### config.mk
export PLATFORM = sky130hd
export DESIGN_NAME = bp_me_mem_cmd_arbiter
export DESIGN_NICKNAME = d
export VERILOG_FILES = /design/src/rtl/bp_me_mem_cmd_arbiter.sv
export SDC_FILE = /design/constraint.sdc
export NUM_CORES = 1
export LEC_CHECK = 0
export BUFFER_PORTS_ARGS = -buffer_cell sky130_fd_sc_hd__buf_2
export CAP_MARGIN = 10
export CELL_PAD_IN_SITES_DETAIL_PLACEMENT = 1
export CELL_PAD_IN_SITES_GLOBAL_PLACEMENT = 1
export CORE_AREA = 2 2 128 130
export DETAILED_ROUTE_END_ITERATION = 8
export DIE_AREA = 0 0 130 132
export GPL_TIMING_DRIVEN = 0
export PLACE_DENSITY_LB_ADDON = 0.05
export SYNTH_ARGS = -nofsm -noshare
export SYNTH_HDL_FRONTEND = slang
export SYNTH_SLANG_ARGS = --single-unit
export TNS_END_PERCENT = 50
### constraint.sdc
create_clock -name clk_i -period 3.8 [get_ports clk_i]
set_input_delay 0.76 -clock clk_i [delete_from_list [all_inputs] [get_ports clk_i]]
set_output_delay 0.76 -clock clk_i [all_outputs]
set_load 0.05 [all_outputs]
### src/rtl/bp_me_mem_cmd_arbiter.sv
// bp_me_mem_cmd_arbiter: round-robin wormhole arbiter merging requester flit streams onto one memory command link
module bp_me_mem_cmd_arbiter #(
  parameter int num_req_p = 4,
  parameter int flit_width_p = 64,
  parameter int len_width_p = 4,
  localparam int id_width_lp = (num_req_p > 1) ? $clog2(num_req_p) : 1
) (
  input  logic                              clk_i,
  input  logic                              reset_n_i,
  input  logic [num_req_p-1:0]              req_v_i,
  input  logic [num_req_p*flit_width_p-1:0] req_data_i,
  output logic [num_req_p-1:0]              req_ready_o,
  output logic                              link_v_o,
  output logic [flit_width_p-1:0]           link_data_o,
  input  logic                              link_ready_i,
  output logic [id_width_lp-1:0]            grant_id_o
);
  typedef enum logic {IDLE, BUSY} state_e;
  state_e state_q, state_n;
  logic [id_width_lp-1:0] rr_q, rr_n, lock_q, lock_n, rr_sel, idx, sel;
  logic [len_width_p-1:0] cnt_q, cnt_n, len;
  logic found, xfer;
  assign sel = (state_q == BUSY) ? lock_q : rr_sel;
  assign link_v_o = reset_n_i & req_v_i[sel];
  assign link_data_o = req_data_i[sel*flit_width_p +: flit_width_p];
  assign grant_id_o = sel;
  assign xfer = link_v_o & link_ready_i;
  assign len = link_data_o[len_width_p-1:0];
  // first valid requester at or after rr_q, wrapping
  always_comb begin
    rr_sel = rr_q;
    idx = '0;
    found = 1'b0;
    for (int i = 0; i < num_req_p; i++) begin
      idx = id_width_lp'((int'(rr_q) + i) % num_req_p);
      if (!found && req_v_i[idx]) begin
        found = 1'b1;
        rr_sel = idx;
      end
    end
  end
  // only the selected requester sees the link's ready, and only when it is actually transferring
  always_comb begin
    req_ready_o = '0;
    req_ready_o[sel] = xfer;
  end
  // header transfers lock the winner for its body flits; the last body flit releases the lock
  always_comb begin
    state_n = state_q;
    rr_n = rr_q;
    lock_n = lock_q;
    cnt_n = cnt_q;
    if (xfer && state_q == IDLE) begin
      rr_n = (rr_sel == id_width_lp'(num_req_p - 1)) ? '0 : rr_sel + 1'b1;
      lock_n = rr_sel;
      cnt_n = len;
      state_n = (len != '0) ? BUSY : IDLE;
    end else if (xfer) begin
      cnt_n = cnt_q - 1'b1;
      state_n = (cnt_q == len_width_p'(1)) ? IDLE : BUSY;
    end
  end
  // state register; reset abandons any packet in flight
  always_ff @(posedge clk_i or negedge reset_n_i) begin
    if (!reset_n_i) begin
      state_q <= IDLE;
      rr_q <= '0;
      lock_q <= '0;
      cnt_q <= '0;
    end else begin
      state_q <= state_n;
      rr_q <= rr_n;
      lock_q <= lock_n;
      cnt_q <= cnt_n;
    end
  end
endmodule

---- Word-level counts from Yosys, hierarchy flattened ----
Cells that the tools add are included.
storage, ports and cells
  flip-flop bits (word level) ............. 9
  bits of input ports ..................... 263
  output and inout bits ................... 71
cells by class
  add/sub/neg operators ................... 5
  order comparisons ....................... 6
  equality and inequality tests ........... 2
  shift-type cells ........................ 1
  multiplexer cells ....................... 26
  bitwise operators ....................... 4
  reductions and logical operators ........ 10
operators with widths
  kind                   count
  $shiftx A256 B9 Y64    1
  $lt A2 B3 Y1 const B   5
  $mux W1                13
  $bmux W1 S2            5
  $mux W2                5
  $mux W4                2
  $logic_and A1 B1 Y1    5
  $add A2 B1 Y2 const B  2
  $add A2 B2 Y2 const B  2
  $and A4 B4 Y4          1
  $eq A4 B1 Y1 const B   1
  $reduce_bool A4 Y1     1
  $sub A4 B1 Y4 const B  1
  $logic_not A1 Y1       3
  $and A1 B1 Y1          2
  $demux W1 S2           1
  $eq A2 B2 Y1 const B   1
  $ge A2 B1 Y1 const B   1
  $reduce_bool A2 Y1     1
  $not A1 Y1             1

---- Depth between registers and ports, before layout ----
  depth after elaboration ................. 19
  mapped depth ............................ 10
  gate-level depth less buffers ........... 8

---- Least setup slack after synthesis ----
Ideal clock, no wire load.
  path kind ............................... in2out
  from .................................... input req_v_i[2]
  to ...................................... output req_ready_o[0]
  arrival time ............................ 3.175 ns
  path slack .............................. -0.135 ns
  stages .................................. 8
  cell sequence ........................... nor2b_1 -> o311ai_1 -> o21a_2 -> inv_2 -> buf_2 -> buf_4 -> buf_2 -> nor3_1
on the way
  longest elaborated chain between the ends .. 18
RTL lines
  item                                                                         RTL line  source
  from (decl)                                                                  10        input logic [num_req_p-1:0] req_v_i,
  $bmux W1 S2                                                                  36        if (!found && req_v_i[idx]) begin
  $mux W1 (implied by the code)                                                36
  $mux W1                                                                      36
  $logic_not A1 Y1                                                             36
  $logic_and A1 B1 Y1                                                          36
  $mux W1                                                                      36
  $logic_not A1 Y1                                                             36
  $logic_and A1 B1 Y1                                                          36
  [3 not listed]                                                               --
  $mux W2 (*)                                                                  36
  $mux W2 (*)                                                                  23        assign sel = (state_q == BUSY) ? lock_q : rr_sel;
  named net grant_id_o[1]                                                      16        output logic [id_width_lp-1:0] grant_id_o
  $lt A2 B3 Y1 (implied by the code), or another cell as far along             45        req_ready_o[sel] = xfer;
  $logic_and A1 B1 Y1 (implied by the code) / $mux W1 (equally long branches)  45, 24
  $mux W1 (implied by the code) / $and A1 B1 Y1 (equally long branches)        45, 24
  $demux W1 S2 / $and A1 B1 Y1 (equally long branches)                         45, 27
  $and A4 B4 Y4 (no source line) (*)                                           --
  to (decl)                                                                    12        output logic [num_req_p-1:0] req_ready_o,
The timed path passes the listed nets; every way through them passes the cells marked *. The select of a mux whose other input is x is not followed.

---- Worst setup path after layout ----
  from .................................... input req_v_i[2]
  to ...................................... output link_data_o[25]
on the way
  longest elaborated chain between the ends .. 14
RTL lines
  item                           RTL line  source
  $bmux W1 S2                    36
  $mux W1 (implied by the code)  36
  $mux W1                        36
  $logic_not A1 Y1               36
  $logic_and A1 B1 Y1            36
  $mux W1                        36
  $logic_not A1 Y1               36
  $logic_and A1 B1 Y1            36
  $mux W1                        36
  $logic_not A1 Y1               36
  $logic_and A1 B1 Y1            36
  $mux W2 (*)                    36
  $mux W2 (*)                    23
  $shiftx A256 B9 Y64 (*)        25        assign link_data_o = req_data_i[sel*flit_width_p +: flit_width_p];
  to (decl)                      14        output logic [flit_width_p-1:0] link_data_o,
Mark *: on every way between the ends. The rest lies on a longest branch, timed or not. The select of a mux whose other input is x is not followed.

==> reports/results.txt <==
The run gives 0.186 as the global-route usage over all layers. The maximum clock frequency was 0.274 GHz; the number of global-route vias before repair was 4725. The starting utilization of the core area is 0.179, and the gate count after technology mapping is 372. The area share of the leading cell type in the synthesized netlist is 0.256. Among all flip-flop cells after synthesis, the most frequent one is dfrtp_1. Clock skew on the completed layout was measured at 0.00247 ns. The final routed wire length divided by cell count came out at 18.2 um.

The number of flip-flops and latches in the synthesized netlist was 9; the number of synthesis warnings was 0. For the worst setup path, the data arrival time is 2.89 ns. Detailed placement ended at an HPWL of 14700 um. The tools report the detailed-routing iteration count for the pre-antenna-repair pass as 4. Setup repair after global routing left no endpoint under its margin.

Level count of the clock H-tree: 1. For the number of nets in the synthesized netlist, the log shows 637. The filler cells instantiated in the layout total 2042. For the worst setup path, the data required time is 3.04 ns.

Max-cap violations in this run came to 0. The largest total area in the synthesized netlist belongs to mux2i_1. The detailed router's first-iteration violation count came out at 96. After synthesis the cells add up to 0.00282 mm2. TritonCTS created 3 clock buffers. The logs give 0.0799 for the part of the Yosys area used for sequential elements and 0 for the number of design rule violations left after detail routing.

The run finished with clean final reports. The area enclosed by the die boundary is 0.0172 mm2, and the transition at the pin with the smallest max-transition slack is 0.500 ns. The share of synthesized flip-flops with an asynchronous set or reset was 1.00; the hold violation count in the final report was 0. For the final cell count without fillers, the log shows 930. The final-report max-slew violation count was 0.

The die is 130 um wide. At the end of routability-driven placement, the weighted congestion stood at 0.800. The initial antenna violation count came out at 6. The number of rows in the core area came out at 46. The average cell area after synthesis works out to 7.58 um2.

Final design utilization: 0.311. The finished cells cover 0.00488 mm2. Clock root buffer: clkbuf_16. Fraction of final layout cells sized beyond drive strength 1: 0.543. The vertical die dimension is 132 um, and the synthesis-to-finish area growth is 73.1%. After floorplanning, the core was sized to cover 0.0157 mm2. Number of I/O pins: 334.

In this run, placement finished with an instance count of 921. The per-cell via count in the routed design is 4.57, and the via count of the routed design is 4246. After clock tree synthesis, the flow added hold-fix buffers numbering 0. The tightest hold path in the finished design has a slack of 0.409 ns.

The later pin in the worst-skew pair is clocked with a latency of 0.24 ns. The synthesized netlist contains 44 unique library cells. The share of the cycle needed by the critical path after routing is 0.961, and the count of flip-flops with a built-in enable after synthesis is 0.

Yosys attributes the largest share of cell area to mux2i_1 26%, a211oi_1 16%, and2_1 13%. TritonCTS built the clock tree. The first-pass GRT wire length came out at 25500 um. Summing all placed instances gives a cell area of 0.00476 mm2. After clock tree synthesis, the clock-pin slew on the worst setup and hold paths is 0.04 ns. The logs give 17000 um for the final routed wirelength across all metal layers and 0 for the number of setup violations in the final report. After global routing the overflow that remains totals 0.

Along the worst path, the maximum fanout reaches 10. The maximum number of pins on one net before global-route repair came out at 16. The maximum number of buffers from clock root to sink was 2. Relative slew slack: 0.667. STA classifies the critical path endpoint as a primary output.

The worst setup path is of the in -> out kind. After the last flow step, the layout net total stands at 975. The number of port buffers was 333. The worst setup path is launched from an input port.

The count of nets left with antenna violations once routing finished came out at 0. Final critical-path required period: 3.65 ns. The worst hold path class was in -> async. The number of sinks on the clock net is 9.
final timing paths:
| path | startpoint | endpoint | slack, ns | depth (start not counted) |
|---|---|---|---|---|
| worst max-delay path | req_v_i[2] | link_data_o[25] | 0.15 | 9 |
| worst min-delay path | reset_n_i | cnt_q[1]$_DFFE_PN0P_ | 0.41 | 1 |
| worst max register to register | rr_q[1]$_DFFE_PN0P_ | rr_q[1]$_DFFE_PN0P_ | 1.39 | 7 |
| worst min register to register | cnt_q[1]$_DFFE_PN0P_ | cnt_q[1]$_DFFE_PN0P_ | 0.51 | 2 |
| max in group asynchronous | reset_n_i | lock_q[0]$_DFFE_PN0P_ | 3.15 | 1 |
| min in group clk_i | cnt_q[1]$_DFFE_PN0P_ | cnt_q[1]$_DFFE_PN0P_ | 0.51 | 2 |
critical path: stages:
cell and delay, ns:
buf_2 0.13, nor2b_1 0.16, o21a_1 0.23, o41ai_4 0.36, buf_2 0.32, buf_2 0.29
buf_2 0.28, a21oi_1 0.12, buf_2 0.23
per-stage QoR:
stage	setup WS, ns	TNS, ns
after floorplan	-0.0294	-0.0294
after global placement	-0.119	-4.15
after detailed placement	-0.159	-6.47
after global routing	0.0193	0
after CTS	0.0816	0
final	0.149	0
Yosys cell counts (3+ instances only):
| cell type | instances |
|---|---|
| clkbuf_1 | 8 |
| o31ai_1 | 3 |
| nand2_1 | 5 |
| and2_1 | 60 |
| mux2i_1 | 72 |
| or3_1 | 4 |
| nand2b_1 | 4 |
| dfrtp_1 | 9 |
| a21oi_1 | 61 |
| a211oi_1 | 60 |
| nor2b_1 | 6 |
| a211o_1 | 3 |
| buf_2 | 26 |
| o21ai_1 | 4 |
| inv_1 | 5 |
| nor3_1 | 4 |
| nor2_1 | 4 |
cell type report:
cell class	count	area [um2]	share of cell area
clock buffer	4	78.8	0.0162
timing repair buffer	334	1670	0.343
antenna	5	12.5	0.00256
multi-input combinational	319	2390	0.491
inverter	6	25.0	0.00513
buffer	37	200	0.0410
sequential	9	225	0.0462
tap	216	270	0.0554
registers in the layout, summed over array words and instances, names as in the netlist:
signal   cells
cnt_q        4
lock_q       2
rr_q         2
state_q      1
routing by layer:
layer,vias up,wire length [um],track usage,part of all wire
li1,2089,-,-,-
met1,1965,6640,0.212,0.39
met2,172,8900,0.354,0.52
met3,18,1140,0.0341,0.067
met4,2,270,0.0412,0.016
met5,-,13,0,0.00077
placed cells by master (no fill, tap or decap), drive strengths merged, types with 5 or more instances in the layout:
cell type and count:
a211oi 60, o21ai 5, a21oi 61, buf 363, nor2b 6, nor2 5
diode 5, nand2 5, and2 60, inv 6, clkbuf 12, mux2i 72
dfrtp 9
kinds of logic (layout without fill, tap and decap cells):
logic type / Yosys count / count (layout) / share of synthesized area
other: 0 / 5 / 0
multiplexers: 76 / 76 / 0.274
buffers and inverters: 44 / 381 / 0.0781
XOR/XNOR: 1 / 1 / 0.00311
AO/OA/AOI/OAI: 144 / 144 / 0.348
adder cells (fa/ha/maj): 2 / 2 / 0.00888
AND/OR/NAND/NOR: 96 / 96 / 0.208
flip-flops: 9 / 9 / 0.0799
repair_timing:
item,CTS,global route
hold endpoints to repair,0,0
setup buffers,1,0
pin swaps,1,0
setup endpoints to repair,63,34
resized for setup,2,14
cloned,0,0
Power is left out: the tool's default activity adds up to more than one toggle a clock period on the data nets, which glitch-free logic cannot reach.
